<file path="src/rtl/ex_issue_ctl.sv">
`default_nettype none
// ============================================================================
//  Module   : ex_issue_ctl
//  Brief    : Execute-stage issue controller: register scoreboard, RAW/WAW
//             and store stalls, multi-cycle occupancy, start/done strobes.
//  Revision : 1.0 - initial release
// ============================================================================
module ex_issue_ctl #(
    parameter int NREG    = 16,
    parameter int MUL_LAT = 3
) (
    input  logic            clk,
    input  logic            reset,
    input  logic            id_valid,
    input  logic [7:0]      id_opcode,
    input  logic [3:0]      id_src_a,
    input  logic [3:0]      id_src_b,
    input  logic            id_src_a_used,
    input  logic            id_src_b_used,
    input  logic [3:0]      id_dst,
    input  logic            id_dst_used,
    input  logic [3:0]      id_dst2,
    input  logic            id_dst2_used,
    input  logic [5:0]      id_shift_cnt,
    input  logic            mem_store_active,
    input  logic            flush,
    input  logic            wb_valid,
    input  logic [3:0]      wb_dst,
    input  logic [3:0]      wb_dst2,
    input  logic            wb_dst2_valid,
    output logic            id_ready,
    output logic            ex_start,
    output logic            ex_busy,
    output logic            ex_done,
    output logic [NREG-1:0] score_board
);

    localparam logic [7:0] c_OP_IMUL   = 8'hF7;
    localparam logic [7:0] c_OP_SHL_IB = 8'hC1;
    localparam logic [7:0] c_OP_SHL_1  = 8'hD1;
    localparam logic [7:0] c_OP_SHL_CL = 8'hD3;
    localparam logic [7:0] c_OP_JZ     = 8'h74;
    localparam logic [7:0] c_OP_JGE    = 8'h7D;
    localparam logic [5:0] c_MUL_LAT   = 6'(MUL_LAT);
    localparam logic [5:0] c_CNT_LAST  = 6'd1;

    localparam logic [0:0] S_IDLE = 1'b0;
    localparam logic [0:0] S_BUSY = 1'b1;

    logic [0:0]      r_state;
    logic [0:0]      w_state_nxt;
    logic [5:0]      r_cnt;
    logic            r_ex_start;
    logic            r_no_wb;
    logic [NREG-1:0] r_sb;

    logic [5:0]      w_lat;
    logic            w_is_jump;
    logic            w_is_shift;
    logic            w_slot_free;
    logic            w_hazard;
    logic            w_accept;
    logic [NREG-1:0] w_clr;
    logic [NREG-1:0] w_set;
    logic [NREG-1:0] w_pending;

    function automatic logic [NREG-1:0] f_onehot(input logic [3:0] idx);
        logic [NREG-1:0] v;
        v      = '0;
        v[idx] = 1'b1;
        return v;
    endfunction

    assign w_is_jump  = (id_opcode == c_OP_JZ) || (id_opcode == c_OP_JGE);
    assign w_is_shift = (id_opcode == c_OP_SHL_IB) || (id_opcode == c_OP_SHL_1) ||
                        (id_opcode == c_OP_SHL_CL);

    always_comb begin
        w_lat = 6'd1;
        if (id_opcode == c_OP_IMUL) begin
            w_lat = c_MUL_LAT;
        end else if (w_is_shift) begin
            w_lat = (id_shift_cnt == 6'd0) ? 6'd1 : id_shift_cnt;
        end
    end

    // Writeback bypass: a bit retiring this cycle no longer counts as pending.
    always_comb begin
        w_clr = '0;
        if (wb_valid) begin
            w_clr = f_onehot(wb_dst);
            if (wb_dst2_valid) begin
                w_clr = w_clr | f_onehot(wb_dst2);
            end
        end
    end

    assign w_pending = r_sb & ~w_clr;

    assign w_hazard = (id_src_a_used & w_pending[id_src_a]) |
                      (id_src_b_used & w_pending[id_src_b]) |
                      (id_dst_used   & w_pending[id_dst])   |
                      (id_dst2_used  & w_pending[id_dst2]);

    assign w_slot_free = (r_state == S_IDLE) || (r_cnt == c_CNT_LAST);

    assign w_accept = id_valid & ~flush & ~mem_store_active & ~w_hazard &
                      w_slot_free & ~reset;

    // Jumps write no register, so they never reserve scoreboard bits.
    always_comb begin
        w_set = '0;
        if (w_accept && !w_is_jump) begin
            if (id_dst_used) begin
                w_set = w_set | f_onehot(id_dst);
            end
            if (id_dst2_used) begin
                w_set = w_set | f_onehot(id_dst2);
            end
        end
    end

    // State register
    always_ff @(posedge clk) begin
        if (reset) begin
            r_state <= S_IDLE;
        end else begin
            r_state <= w_state_nxt;
        end
    end

    // Next-state logic
    always_comb begin
        w_state_nxt = r_state;
        case (r_state)
            S_IDLE: begin
                if (w_accept) begin
                    w_state_nxt = S_BUSY;
                end
            end
            S_BUSY: begin
                if ((r_cnt == c_CNT_LAST) && !w_accept) begin
                    w_state_nxt = S_IDLE;
                end
            end
            default: w_state_nxt = S_IDLE;
        endcase
    end

    // Output logic
    always_comb begin
        ex_busy = (r_state == S_BUSY);
        ex_done = (r_state == S_BUSY) && (r_cnt == c_CNT_LAST) && !r_no_wb;
    end

    always_ff @(posedge clk) begin
        if (reset) begin
            r_cnt      <= 6'd0;
            r_ex_start <= 1'b0;
            r_no_wb    <= 1'b0;
            r_sb       <= '0;
        end else begin
            r_ex_start <= w_accept;
            r_sb       <= (r_sb & ~w_clr) | w_set;
            if (w_accept) begin
                r_cnt   <= w_lat;
                r_no_wb <= w_is_jump;
            end else if ((r_state == S_BUSY) && (r_cnt != 6'd0)) begin
                r_cnt <= r_cnt - 6'd1;
            end
        end
    end

    assign id_ready    = w_accept;
    assign ex_start    = r_ex_start;
    assign score_board = r_sb;

endmodule
`default_nettype wire

</file>
<file path="config.mk">
export PLATFORM = sky130hd
export DESIGN_NAME = ex_issue_ctl
export DESIGN_NICKNAME = d
export VERILOG_FILES = /design/src/rtl/ex_issue_ctl.sv
export SDC_FILE = /design/constraint.sdc
export NUM_CORES = 1
export LEC_CHECK = 0
export ABC_CLOCK_PERIOD_IN_PS = 4150
export CAP_MARGIN = 20
export CORE_MARGIN = 2
export CORE_UTILIZATION = 28
export DETAILED_ROUTE_END_ITERATION = 12
export GPL_TIMING_DRIVEN = 1
export SYNTH_ARGS = -nofsm -noshare
export SYNTH_HDL_FRONTEND = slang
export SYNTH_SLANG_ARGS = --single-unit
</file>
<file path="constraint.sdc">
create_clock -name clk -period 4.15 [get_ports clk]
set_clock_uncertainty 0.1 [all_clocks]
set_input_delay 0.6225 -clock clk [delete_from_list [all_inputs] [get_ports clk]]
set_output_delay 0.6225 -clock clk [all_outputs]
set_load 0.03 [all_outputs]
</file>
# ---- Yosys cells after proc, flatten, opt, wreduce, memory -nomap -nowiden
# Index checks and enable logic that the tools add are counted.
dict set report op_classes {
  add_sub_neg 1
  n_lt_le_gt_ge 10
  eq_ne 7
  mux 30
  n_bitwise 22
  n_reduce_logical 19
}
# op n
set ops {}
lappend ops {{2-to-1 mux 16 bit} 6}
lappend ops {{bitwise OR 16 bit} 3}
lappend ops {{equality test 8 bit (second input constant)} 4}
lappend ops {{< comparator 4 x 5 -> 1 bit (second input constant)} 6}
lappend ops {{2-to-1 mux 6 bit} 5}
lappend ops {{AND 16 bit} 1}
lappend ops {{binary-select mux 1 bit (select 4 bit)} 4}
lappend ops {{demux 1 bit (select 4 bit)} 4}
lappend ops {{equality test 8 x 7 -> 1 bit (second input constant)} 2}
lappend ops {{>= comparator 4 x 1 -> 1 bit (second input constant)} 4}
lappend ops {{inverter 16 bit} 1}
lappend ops {{2-to-1 mux 1 bit} 10}
lappend ops {{AND 1 bit} 9}
lappend ops {{logical AND 1 bit} 9}
lappend ops {{equality test 6 x 1 -> 1 bit (second input constant)} 1}
lappend ops {{zero test 6 bit} 1}
lappend ops {{nonzero test 6 bit} 1}
lappend ops {{subtractor 6 x 1 -> 6 bit (second input constant)} 1}
lappend ops {{inverter 1 bit} 5}
lappend ops {{logical OR 1 bit} 4}
lappend ops {{zero test 1 bit} 3}
lappend ops {{bitwise OR 1 bit} 3}
lappend ops {{one-hot mux 1 bit (2 select lines)} 1}
lappend ops {{nonzero test 2 bit} 1}
dict set report totals {
  regBits 25
  input_bits 49
  out_inout_bits 20
}

# ---- Depth between registers and ports, before layout
# Gate-level depths: netlist of run 1.
dict set report depth {
  depth_word 25
  ltp_mapped 10
  ltp_nobuf 9
}

# ---- Worst setup path after synthesis of run 1
# OpenSTA, ideal clock, no wires.
dict set report synth_timing {
  path_kind {input -> output}
  from {in wb_valid}
  to {out id_ready}
  arrival_ps 2721
  slack_ps 707
  path_stages 10
  path_buffers 2
  cell_sequence {buf_4 -> or3b_4 -> o221a_1 -> o41a_1 -> o311ai_1 -> nor4_1 -> a211oi_4 -> nand2_4 -> buf_2 -> inv_1}
}
dict set report synth_between {
  elab_chain_len 13
}
# item line_no
set synth_lines {}
lappend synth_lines {{from (decl)} 27} ;# input logic wb_valid,
lappend synth_lines {{2-to-1 mux 16 bit *} 90} ;# if (wb_valid) begin
lappend synth_lines {{inverter 16 bit *} 98} ;# assign w_pending = r_sb & ~w_clr;
lappend synth_lines {{AND 16 bit *} 98}
lappend synth_lines {{binary-select mux 1 bit (select 4 bit), on equally long branches} {100, 101}}
lappend synth_lines {{2-to-1 mux 1 bit, on equally long branches} {100, 101}}
lappend synth_lines {{AND 1 bit, on equally long branches} {100, 101}}
lappend synth_lines {{bitwise OR 1 bit} 100} ;# assign w_hazard = (id_src_a_used & w_pending[id_src_a]) |
lappend synth_lines {{bitwise OR 1 bit} 101} ;# (id_src_b_used & w_pending[id_src_b]) |
lappend synth_lines {{bitwise OR 1 bit *} 102} ;# (id_dst_used & w_pending[id_dst]) |
lappend synth_lines {{inverter 1 bit *} 107} ;# assign w_accept = id_valid & ~flush & ~mem_store_active & ~w_hazard &
lappend synth_lines {{AND 1 bit * (2 in series)} 107}
lappend synth_lines {{AND 1 bit *} 108} ;# w_slot_free & ~reset;
lappend synth_lines {{to (decl)} 31} ;# output logic id_ready,
# Mark *: on every way between the ends. The rest lies on a longest branch, timed or not. The select of a mux whose other input is x is not followed.

# ---- Worst setup path after layout of run 1
# Same ends and word-level chain as after synthesis.

==> flow_summary.rst, run 1 <==
.. list-table::
   :header-rows: 1

   * - Metric
     - Value
   * - Vias per std cell
     - between 6 and 7
   * - Min Tclk post-route
     - 3984 ps
   * - Ys async rst share
     - 0%
   * - Maximum root-to-sink buffer count
     - 2
   * - Max VDD drop
     - 0.09556 mV
   * - Non-filler cells in the finished layout
     - between 500 and 600
   * - Slew headroom
     - 60.08%
   * - Total chip power
     - 0.5831 mW
   * - Total length of routed wires
     - a little over 9000 µm
   * - Tightest Pin Transition
     - around 600 ps
   * - Yosys warns
     - 0
   * - # hold bufs at CTS
     - 0
   * - Max layer used
     - met4
   * - Antenna violations before repair
     - 0
   * - Global placement routability congestion
     - 0.8743
   * - Port Buf Inserts
     - 68
   * - Critical Path Source Type
     - input port
   * - Post-synth top flop
     - sky130_fd_sc_hd__dfxtp_1
   * - Parity-gate share of the synthesized area counting xor and xnor cells
     - 1.737%
   * - Routed length on met1
     - 4113 µm
   * - CTS clock-pin slew for the worst setup and hold paths
     - 90 ps
   * - Total DRC errors in the routed layout
     - 0
   * - Total Neg Setup Slack
     - 0 ps
   * - Power per Cell Area
     - 169.7 nW/µm²
   * - Layout Area Growth over Synthesis
     - 36.28%
   * - Static Leak
     - 1.099 nW
   * - Critical Path, Cell by Cell
     - clkdlybuf4s50_1, nand4bb_1, o221a_1, o41a_1, o311ai_1, nor4_1, buf_4, a211oi_4, nand2_4, inv_1, buf_4
   * - FMAX
     - 0.2510 GHz
   * - Count of standard-cell rows
     - 34
   * - Number of antenna cells inserted
     - 0
   * - DR pass1 iterations
     - 5
   * - Io pins
     - 69
   * - Synthesized netlist net count
     - between 300 and 400
   * - Initial standard-cell utilization of the core
     - 28.91%
   * - Proportion of synthesized area in mux cells
     - under 10%
   * - Number of global-route vias before repair
     - 2821
   * - Cell variety after synth
     - 62
   * - Die width
     - 98.89 µm
   * - Final setup violating endpoints
     - 0
   * - Worst-Skew Late Latency
     - 270 ps
   * - Aggregate global-route resource usage
     - 18.22%
   * - Category of the most critical setup path
     - in2out
   * - Maximum fanout along the worst path
     - 8
   * - Share of cells above drive strength 1
     - a little over a tenth
   * - Maximum number of pins on one net before global-route repair
     - between 40 and 50
   * - Count of routing violations after the opening detailed-route iteration
     - between 200 and 300
   * - Post-Syn Area per Cell
     - 7.663 µm²
   * - Arr. time, crit path
     - 3260 ps
   * - Largest stage delay, worst path
     - a little over 600 ps
   * - Share of the synthesized area in compound gates (AO/OA/AOI/OAI)
     - about a third
   * - Post-DP HPWL
     - 7217 µm
   * - Clock buffer count from CTS
     - 3
   * - Number of vias after detailed routing
     - 3050
   * - Flip-flop and latch count after synthesis
     - 25
   * - Metal3 WL
     - just over 700 µm
   * - Required @ worst endpoint
     - 3430 ps
   * - Share of synthesized area occupied by flip-flops and latches
     - between 10% and 20%
   * - Die Area
     - about 9800 µm²
   * - Final count of hold timing violations
     - 0
   * - CP max-delay cell
     - sky130_fd_sc_hd__clkdlybuf4s50_1
   * - Metal2 WL
     - 4210 µm
   * - Die Ht
     - 98.89 µm
   * - Max Slew Vio Count
     - 0
   * - Number of flops mapped to enable cells by yosys
     - 0
   * - Gate count of the mapped netlist
     - 329
   * - Number of placed instances with taps included
     - 496
   * - Number of antenna-violating nets in the routed design
     - 0
   * - Synthesized-area fraction occupied by adder cells
     - less than 1%
   * - PnR worst setup slack
     - 166.1 ps
   * - Combinational family with the most area after synthesis
     - compound AO/OA/AOI/OAI gates
   * - Wire length of the first global-routing pass
     - 14600 µm
   * - Number of nets in the layout
     - 445
   * - Post-synth design cell area
     - 2521 µm²
   * - Final Util
     - about two fifths
   * - Remaining Overflow, GRT
     - 0
   * - Placement-stage worst setup slack
     - 119.6 ps
   * - Max Cap Violations
     - 0
   * - CTS tree
     - done
   * - Simple-Gate Fraction of Synth Area
     - 31.32%
   * - Status
     - finished, final reports clean
   * - Part of the cycle the worst path needs
     - 96.00%
   * - CTS H-tree depth
     - 1
   * - Most repeated library cell on the critical path
     - sky130_fd_sc_hd__buf_4
   * - Type of element capturing the critical path
     - output pin
   * - Average wire per standard cell
     - 18.53 µm
   * - Clock Sinks
     - 25
   * - HP Class
     - reg2reg
   * - Core region area
     - ~8700 µm²
   * - Root cell of the clock tree
     - sky130_fd_sc_hd__clkbuf_8
   * - Setup repair after global routing missed its margin
     - no
[final timing paths]
kind | start | to | slack [ps] | cells past startpoint
setup / recovery | wb_valid | id_ready | 170 | 11
hold / removal | r_no_wb | r_no_wb | 400 | 2
setup reg to reg | score_board[9] | r_cnt[5] | 1410 | 8
hold reg to reg | r_no_wb | r_no_wb | 400 | 2
[sequential cells by signal, summed over array words and instances, names as in the netlist]
register and flops:
score_board 16, r_cnt 6, ex_busy 1, ex_start 1, r_no_wb 1
[per-stage QoR]
stage                     hold slack, ps  area (µm²)
after floorplan                    354.0        2521
after global placement             371.7        3343
after detailed placement           386.6        3343
after CTS                          399.9        3392
after global routing               433.4        3436
final                              398.2        3436
[Yosys cell counts (2+ instances only)]
cell type,number,area (µm²)
sky130_fd_sc_hd__dfxtp_1,25,500.5
sky130_fd_sc_hd__nand2_1,25,93.84
sky130_fd_sc_hd__nand3b_1,4,30.03
sky130_fd_sc_hd__clkbuf_1,20,75.07
sky130_fd_sc_hd__nor3b_1,2,15.01
sky130_fd_sc_hd__nor4b_1,3,26.28
sky130_fd_sc_hd__nor4_1,4,25.02
sky130_fd_sc_hd__o22ai_1,21,131.4
sky130_fd_sc_hd__o41ai_1,4,35.03
sky130_fd_sc_hd__a22oi_1,11,82.58
sky130_fd_sc_hd__inv_1,14,52.55
sky130_fd_sc_hd__a21oi_1,7,35.03
sky130_fd_sc_hd__nor3_1,9,45.04
sky130_fd_sc_hd__a32oi_1,10,87.58
sky130_fd_sc_hd__nand3_1,12,60.06
sky130_fd_sc_hd__nand4_1,2,12.51
sky130_fd_sc_hd__or3_1,17,106.4
sky130_fd_sc_hd__mux4_2,3,67.56
sky130_fd_sc_hd__o21ai_0,11,55.05
sky130_fd_sc_hd__and3_1,4,25.02
sky130_fd_sc_hd__nand2b_1,5,31.28
sky130_fd_sc_hd__and3b_1,3,26.28
sky130_fd_sc_hd__buf_2,2,10.01
sky130_fd_sc_hd__o211ai_1,2,15.01
sky130_fd_sc_hd__and4_1,2,17.52
sky130_fd_sc_hd__mux2i_1,7,70.07
sky130_fd_sc_hd__o221ai_2,3,45.04
sky130_fd_sc_hd__o221ai_1,16,140.1
sky130_fd_sc_hd__or2_2,2,12.51
sky130_fd_sc_hd__ha_1,2,25.02
sky130_fd_sc_hd__or2_1,2,12.51
sky130_fd_sc_hd__a211oi_2,2,25.02
sky130_fd_sc_hd__xnor2_1,4,35.03
sky130_fd_sc_hd__nor2b_1,9,56.30
sky130_fd_sc_hd__nor2_1,23,86.33
sky130_fd_sc_hd__o32ai_1,4,35.03
sky130_fd_sc_hd__and2_1,8,50.05
[power by group]
group | leakage [nW] | switching, mW | internal, mW
sequential | 0.201 | 0.00129 | 0.241
clock | 0.0217 | 0.0861 | 0.0682
combinational | 0.876 | 0.102 | 0.0841
total | 1.10 | 0.190 | 0.393
[layout make-up]
cell class,count,area [µm²]
clock buffer,3,41.29
multi-input combinational,266,1901
clock inverter,1,7.507
sequential,25,500.5
timing repair buffer,84,798.3
fill,859,5285
tap,108,135.1
inverter,14,52.55
[routing by layer]
metal  up-vias  GRT usage (%)
li1       1425              -
met1      1439          25.50
met2       162          28.59
met3        24          2.128
met4         0          7.060
met5         -              0
[cells in the final DEF, fill, tap and decap left out, drive strengths merged, types with 3 or more instances in the layout]
master,synthesis,routed
clkdlybuf4s50,0,67
nand2,26,26
dfxtp,25,25
nor2,23,23
o22ai,21,21
o221ai,19,19
or3,17,17
buf,4,17
inv,14,14
nand3,12,12
o21ai,11,11
a22oi,11,11
a32oi,10,10
nor2b,9,9
nor3,9,9
and2,8,8
a21oi,7,7
mux2i,7,7
nand2b,5,5
nand3b,4,4
o32ai,4,4
nor4,4,4
o41ai,4,4
and3,4,4
xnor2,4,4
or2,4,4
a211oi,4,4
mux4,3,3
and3b,3,3
nor4b,3,3
clkbuf,20,3
[critical path: cells and delay by family]
| kind | cells | cell delay, ps |
|---|---|---|
| and+or+nand+nor | 3 | 550 |
| AOI/OAI and AO/OA | 4 | 1110 |
| buffers and inverters | 4 | 980 |
[cell families (layout without fill, tap and decap cells)]
| logic type | count (synthesis) | count (layout) |
|---|---|---|
| flops | 25 | 25 |
| fa+ha+maj | 2 | 2 |
| simple gates | 141 | 141 |
| compound gates | 107 | 107 |
| mux | 11 | 11 |
| xor+xnor | 5 | 5 |
| buf+inv | 38 | 102 |
[what timing repair did]
action,in CTS,in global routing
buffers inserted,0,1
endpoints found under the setup margin,0,1
resized for setup,0,5
No activity file was read; power rests on OpenSTA's default activity.
==> inputs of run 2 (changes only) <==
==> constraint.sdc (replaced) <==
create_clock -name clk -period 4.15 [get_ports clk]
set_clock_uncertainty 0.1 [all_clocks]
set_input_delay 0.415 -clock clk [delete_from_list [all_inputs] [get_ports clk]]
set_output_delay 0.415 -clock clk [all_outputs]
set_load 0.03 [all_outputs]
==> flow_summary.rst, run 2 (same netlist as run 1, synthesis figures left out) <==
.. list-table::
   :header-rows: 1

   * - Metric
     - Value
   * - Non-filler cells in the finished layout
     - 491 (-2.0%)
   * - Clk network pwr share
     - 26.0% (-0.4 points)
   * - Max Slew Vio Count
     - 0 (unchanged)
   * - Port Buf Inserts
     - 68 (unchanged)
   * - Wire length of the first global-routing pass
     - 14490 µm (-0.75%)
   * - Initial standard-cell utilization of the core
     - 28.91% (unchanged)
   * - Number of placed instances with taps included
     - 487 (-1.8%)
   * - Die width
     - 98.89 µm (unchanged)
   * - Clock buffer count from CTS
     - 3 (unchanged)
   * - CTS clock-pin slew for the worst setup and hold paths
     - 90 ps (about the same)
   * - Commonest non-fill, non-tap cell in the layout
     - sky130_fd_sc_hd__clkdlybuf4s50_1
   * - Internal power contribution
     - 0.3878 mW (-1.4%)
   * - Total DRC errors in the routed layout
     - 0 (unchanged)
   * - Max VDD drop
     - 0.08124 mV (-15%)
   * - Worst hold margin
     - 389.1 ps (-9.026 ps)
   * - Count of routing violations after the opening detailed-route iteration
     - 422 (+62%)
   * - Slew headroom
     - 54.89% (-5.2 points)
   * - Quantity of gates resized following cts
     - 0 (unchanged)
   * - Share of power burned in combinational logic
     - 31.4% (-0.6 points)
   * - Io pins
     - 69 (unchanged)
   * - Final count of hold timing violations
     - 0 (unchanged)
   * - Average wire per standard cell
     - 18.62 µm (+0.49%)
   * - Flip-flop count of the largest register after layout
     - 16 (unchanged)
   * - Die Ht
     - 98.89 µm (unchanged)
   * - FMAX
     - 0.2547 GHz (+1.5%)
   * - Root cell of the clock tree
     - sky130_fd_sc_hd__clkbuf_8
   * - Type of element capturing the critical path
     - output pin
   * - Maximum fanout along the worst path
     - 9 (+1)
   * - Total Neg Setup Slack
     - 0 ps (unchanged)
   * - Total length of routed wires
     - 9144 µm (-1.5%)
   * - Net switching power
     - 0.1810 mW (-4.7%)
   * - Number of global-route vias before repair
     - 2826 (+0.18%)
   * - # hold bufs at CTS
     - 0 (unchanged)
   * - Number of nets in the layout
     - 435 (-2.2%)
   * - Category of cells accounting for the largest share of critical-path delay
     - compound AO/OA/AOI/OAI gates
   * - Setup repair after global routing missed its margin
     - no
   * - CTS H-tree depth
     - 1 (unchanged)
   * - Sequential power share
     - 42.6% (+1.0 points)
   * - Tightest Pin Transition
     - 670.4 ps (+71.63 ps)
   * - Layout fillers
     - 882 (+2.7%)
   * - Total setup buffers inserted after CTS
     - 0 (unchanged)
   * - Max Cap Violations
     - 0 (unchanged)
   * - Power per Cell Area
     - 171.2 nW/µm² (+0.88%)
   * - Die Area
     - 9779 µm² (unchanged)
   * - Buffering stage count on the worst path with inverters included
     - 3 (-1)
   * - Maximum root-to-sink buffer count
     - 2 (unchanged)
   * - Maximum number of pins on one net before global-route repair
     - 46 (unchanged)
   * - Layout Area Growth over Synthesis
     - 31.76%
   * - DR pass1 iterations
     - 5 (unchanged)
   * - Part of the cycle the worst path needs
     - 94.60% (-1.4 points)
   * - Critical Path Source Type
     - input port
   * - Required @ worst endpoint
     - 3630 ps (+200 ps)
   * - Antenna violations before repair
     - 0 (unchanged)
   * - Clock Sinks
     - 25 (unchanged)
   * - Critical Path, Cell by Cell
     - clkdlybuf4s50_1, nand4b_1, o221ai_1, o22ai_1, a2111oi_2, a41oi_1, a31oi_4, nand2_4, inv_1, buf_4
   * - Share of cells above drive strength 1
     - 7.311% (-3.4 points)
   * - Largest stage delay, worst path
     - 640 ps (+20 ps)
   * - Static Leak
     - 1.054 nW (-4.1%)
   * - CTS tree
     - done
   * - Number of vias after detailed routing
     - 2947 (-3.4%)
   * - Final setup violating endpoints
     - 0 (unchanged)
   * - Top library cells by usage in the layout, fill and taps aside
     - sky130_fd_sc_hd__clkdlybuf4s50_1 (67), sky130_fd_sc_hd__nand2_1 (25), sky130_fd_sc_hd__dfxtp_1 (25), sky130_fd_sc_hd__nor2_1 (23), sky130_fd_sc_hd__o22ai_1 (21)
   * - Post-DP HPWL
     - 7202 µm (-0.21%)
   * - Count of standard-cell rows
     - 34 (unchanged)
   * - Min Tclk post-route
     - 3926 ps (-58.15 ps)
   * - CP max-delay cell
     - sky130_fd_sc_hd__clkdlybuf4s50_1
   * - Total chip power
     - 0.5688 mW (-2.5%)
   * - Global placement routability congestion
     - 0.9365 (+7.1%)
   * - Worst-Skew Late Latency
     - 270 ps (about the same)
   * - Vias per std cell
     - 6.002 (-1.4%)
   * - PnR worst setup slack
     - 224.3 ps (+58.15 ps)
   * - Number of antenna-violating nets in the routed design
     - 0 (unchanged)
   * - Arr. time, crit path
     - 3410 ps (+150 ps)
   * - Core region area
     - 8721 µm² (unchanged)
   * - Aggregate global-route resource usage
     - 17.94% (-0.28 points)
   * - Number of antenna cells inserted
     - 0 (unchanged)
   * - Remaining Overflow, GRT
     - 0 (unchanged)
   * - Placement-stage worst setup slack
     - 342.2 ps (+222.6 ps)
   * - Switching fraction of total power
     - 31.82% (-0.73 points)
   * - Status
     - finished, final reports clean
   * - Category of the most critical setup path
     - in2out
   * - HP Class
     - reg2reg
run 2: metrics by stage:
step,utilization (%),cell area (µm²)
finish,38.09,3322
global placement,37.56,3276
CTS,38.09,3322
detailed placement,37.56,3276
global route,38.09,3322
floorplan,-,2521
run 2: worst min-delay path, delay by kind of cell, from the launching register on:
family / cells / cell delay [ps]
flip-flops: 1 / 310
AO/OA/AOI/OAI: 2 / 130
run 2: final timing paths:
path / from / endpoint / slack [ps] / depth (start not counted)
max: wb_valid / id_ready / 220 / 10
min: r_no_wb / r_no_wb / 390 / 2
min reg2reg: r_no_wb / r_no_wb / 390 / 2
max reg2reg: score_board[14] / score_board[9] / 1520 / 8
run 2: cell type report:
class                      instances  area (µm²)  area share, %
multi-input combinational        266        1864          56.12
timing repair buffer              74       723.2          21.77
sequential                        25       500.5          15.07
tap                              108       135.1          4.068
inverter                          14       52.55          1.582
clock buffer                       3       41.29          1.243
clock inverter                     1       5.005         0.1507
run 2: power groups by stage:
| stage | sequential [mW] | combinational [mW] | clock (mW) |
|---|---|---|---|
| 3_5_place_dp | 0.248 | 0.174 | 0 |
| 5_1_grt | 0.243 | 0.191 | 0.157 |
| 2_1_floorplan | 0.250 | 0.0961 | 0 |
| 4_1_cts | 0.242 | 0.175 | 0.150 |
| 6_report | 0.242 | 0.178 | 0.148 |
| 3_3_place_gp | 0.248 | 0.175 | 0 |
run 2: metal layers:
| layer | global-route usage, % | vias to the layer above | share of wire [%] | wire length, µm |
|---|---|---|---|---|
| met5 | 0 | - | 0 | 0 |
| li1 | - | 1407 | - | - |
| met4 | 5.585 | 0 | 1.6 | 144 |
| met1 | 24.64 | 1365 | 45 | 4098 |
| met3 | 2.553 | 10 | 8.7 | 791 |
| met2 | 29.05 | 165 | 45 | 4108 |
==> inputs of run 3 (changes only) <==
--- a/config.mk
+++ b/config.mk
@@ -10,7 +10,7 @@
 export CORE_MARGIN = 2
 export CORE_UTILIZATION = 28
 export DETAILED_ROUTE_END_ITERATION = 12
-export GPL_TIMING_DRIVEN = 1
+export GPL_TIMING_DRIVEN = 0
 export SYNTH_ARGS = -nofsm -noshare
 export SYNTH_HDL_FRONTEND = slang
 export SYNTH_SLANG_ARGS = --single-unit
==> flow_summary.rst, run 3 (same netlist as run 1, synthesis figures left out) <==
.. list-table::
   :header-rows: 1

   * - Metric
     - Value
   * - Initial standard-cell utilization of the core
     - 28.91% (unchanged)
   * - Aggregate global-route resource usage
     - 18.63% (+0.69 points)
   * - Clk network pwr share
     - 24.4% (-1.6 points)
   * - Total non-filler cell area in the finished layout
     - 3477 µm² (+4.7%)
   * - Min Tclk post-route
     - 3889 ps (-37.12 ps)
   * - FMAX
     - 0.2572 GHz (+0.95%)
   * - Commonest non-fill, non-tap cell in the layout
     - sky130_fd_sc_hd__clkdlybuf4s50_1
   * - Maximum root-to-sink buffer count
     - 2 (unchanged)
   * - Die Area
     - 9779 µm² (unchanged)
   * - Register-to-Register Setup Slack
     - 1640 ps (+120 ps)
   * - Logic depth of the worst setup path including buffers
     - 11 (+1)
   * - Flip-flop count of the largest register after layout
     - 16 (unchanged)
   * - Type of element capturing the critical path
     - output pin
   * - Category of cells accounting for the largest share of critical-path delay
     - compound AO/OA/AOI/OAI gates
   * - Max Slew Vio Count
     - 0 (unchanged)
   * - Placed standard-cell area
     - 3227 µm² (-1.5%)
   * - DR pass1 iterations
     - 7 (+2)
   * - Port Buf Inserts
     - 57 (-16%)
   * - Total area of multi-input combinational cells
     - 2017 µm² (+8.2%)
   * - Remaining Overflow, GRT
     - 0 (unchanged)
   * - CTS clock-pin slew for the worst setup and hold paths
     - 80 ps (about the same)
   * - Register cell area after layout
     - 500.5 µm² (unchanged)
   * - Layout fillers
     - 863 (-2.2%)
   * - Share of cells above drive strength 1
     - 12.34% (+5.0 points)
   * - Crit Reg-Reg Endpoint
     - score_board[9]
   * - Antenna violations before repair
     - 0 (unchanged)
   * - Status
     - finished, final reports clean
   * - Required @ worst endpoint
     - 3630 ps (about the same)
   * - Power per Cell Area
     - 161.8 nW/µm² (-5.5%)
   * - Global placement routability congestion
     - 0.9201 (-1.8%)
   * - Max VDD drop
     - 0.08558 mV (+5.3%)
   * - Die Ht
     - 98.89 µm (unchanged)
   * - Io pins
     - 69 (unchanged)
   * - Worst-Skew Late Latency
     - 260 ps (about the same)
   * - Count of standard-cell rows
     - 34 (unchanged)
   * - Placement-stage worst setup slack
     - -480.8 ps (-823.0 ps)
   * - Count of routing violations after the opening detailed-route iteration
     - 338 (-20%)
   * - Internal power contribution
     - 0.3852 mW (-0.68%)
   * - Total length of routed wires
     - 9331 µm (+2.0%)
   * - Top library cells by usage in the layout, fill and taps aside
     - sky130_fd_sc_hd__clkdlybuf4s50_1 (56), sky130_fd_sc_hd__nand2_1 (25), sky130_fd_sc_hd__dfxtp_1 (25), sky130_fd_sc_hd__nor2_1 (23), sky130_fd_sc_hd__o22ai_1 (21)
   * - Clock Sinks
     - 25 (unchanged)
   * - Number of nets in the layout
     - 449 (+3.2%)
   * - Number of global-route vias before repair
     - 2821 (-0.18%)
   * - Wire length of the first global-routing pass
     - 14840 µm (+2.4%)
   * - Critical Path, Cell by Cell
     - clkdlybuf4s50_1, nand4bb_2, o221ai_2, o21ai_0, o41ai_1, a311oi_1, a31oi_4, nand2_4, buf_2, inv_1, clkbuf_2
   * - Net switching power
     - 0.1776 mW (-1.9%)
   * - Maximum number of pins on one net before global-route repair
     - 15 (-67%)
   * - Number of vias after detailed routing
     - 3032 (+2.9%)
   * - Hold Crit Depth
     - 2 (unchanged)
   * - Worst reg2reg startpoint
     - score_board[11]
   * - Final count of hold timing violations
     - 0 (unchanged)
   * - Tightest Pin Transition
     - 634.1 ps (-36.34 ps)
   * - Clock buffer count from CTS
     - 3 (unchanged)
   * - Root cell of the clock tree
     - sky130_fd_sc_hd__clkbuf_8
   * - Largest stage delay, worst path
     - 490 ps (-150 ps)
   * - Worst R2R Path Depth
     - 9 (+1)
   * - Total DRC errors in the routed layout
     - 0 (unchanged)
   * - CTS H-tree depth
     - 1 (unchanged)
   * - Arr. time, crit path
     - 3370 ps (-40 ps)
   * - Vias per std cell
     - 6.004 (about the same)
   * - Number of antenna-violating nets in the routed design
     - 0 (unchanged)
   * - Final setup violating endpoints
     - 0 (unchanged)
   * - Switching fraction of total power
     - 31.56% (-0.26 points)
   * - Post-DP HPWL
     - 7010 µm (-2.7%)
   * - Setup repair after global routing missed its margin
     - no
   * - Core region area
     - 8721 µm² (unchanged)
   * - Min-delay src
     - r_no_wb
   * - Sequential power share
     - 43.1% (+0.5 points)
   * - Endpoint, Worst Hold
     - r_no_wb
   * - HP Class
     - reg2reg
   * - Layout Area Growth over Synthesis
     - 37.92%
   * - Static Leak
     - 1.069 nW (+1.4%)
   * - Maximum fanout along the worst path
     - 10 (+1)
   * - Die width
     - 98.89 µm (unchanged)
   * - Critical Path Source Type
     - input port
   * - CTS tree
     - done
   * - PnR worst setup slack
     - 261.4 ps (+37.12 ps)
   * - Total chip power
     - 0.5628 mW (-1.1%)
   * - CP max-delay cell
     - sky130_fd_sc_hd__o221ai_2
   * - Final Util
     - 39.87% (+1.8 points)
   * - Worst hold margin
     - 407.4 ps (+18.21 ps)
   * - Average wire per standard cell
     - 18.48 µm (-0.78%)
   * - Slew headroom
     - 57.40% (+2.5 points)
   * - # hold bufs at CTS
     - 0 (unchanged)
   * - Category of the most critical setup path
     - in2out
   * - Number of antenna cells inserted
     - 0 (unchanged)
   * - Share of power burned in combinational logic
     - 32.6% (+1.2 points)
   * - Part of the cycle the worst path needs
     - 93.70% (-0.89 points)
   * - Buffering stage count on the worst path with inverters included
     - 4 (+1)
   * - Max Cap Violations
     - 0 (unchanged)
[run 3: routing by layer]
metal  track usage (%)  vias up  share of wire (%)
met5                 0        -                  0
met4             6.322        0                2.5
met3             2.411       17                8.3
met2             29.42      162                 45
met1             26.17     1411                 44
li1                  -     1442                  -
[run 3: worst min-delay path, delay by kind of cell (launching register included)]
| kind | cells | cell delay (ps) |
|---|---|---|
| compound gates | 2 | 140 |
| flops | 1 | 320 |
[run 3: worst max-delay path by stage]
stage                        startpoint        to  slack (ps)
after floorplan                wb_valid  id_ready        1120
after global placement        wb_dst[1]  id_ready        -470
after detailed placement  wb_dst2_valid  id_ready        -480
after CTS                     wb_dst[1]  id_ready         160
after global routing         wb_dst2[1]  id_ready         130
final                        wb_dst2[3]  id_ready         260
[run 3: timing repair]
| item | CTS | global route |
|---|---|---|
| buffers inserted | 7 | 1 |
| pin swaps | 6 | 0 |
| resized for setup | 21 | 4 |
| endpoints found under the setup margin | 1 | 1 |
[run 3: metrics by stage]
stage	cells	setup TNS, ps
2_1_floorplan	329	0
3_3_place_gp	494	-469.6
3_5_place_dp	494	-480.8
4_1_cts	504	0
5_1_grt	505	0
6_report	505	0
[run 3: layout make-up]
type                    count  area share (%)
multi-input cells         266           58.01
repair buffers             65           17.99
flip-flops and latches     25           14.39
well taps                 108           3.886
plain buffers              23           2.879
inverters                  14           1.511
clock buffers               3           1.187
clock inverters             1          0.1439
[run 3: power by group through the flow]
stage	sequential [mW]	clock [mW]	combinational (mW)
after global placement	0.248	0	0.168
after global routing	0.243	0.148	0.199
after detailed placement	0.248	0	0.169
after floorplan	0.250	0	0.0961
after CTS	0.242	0.138	0.179
final	0.242	0.137	0.183
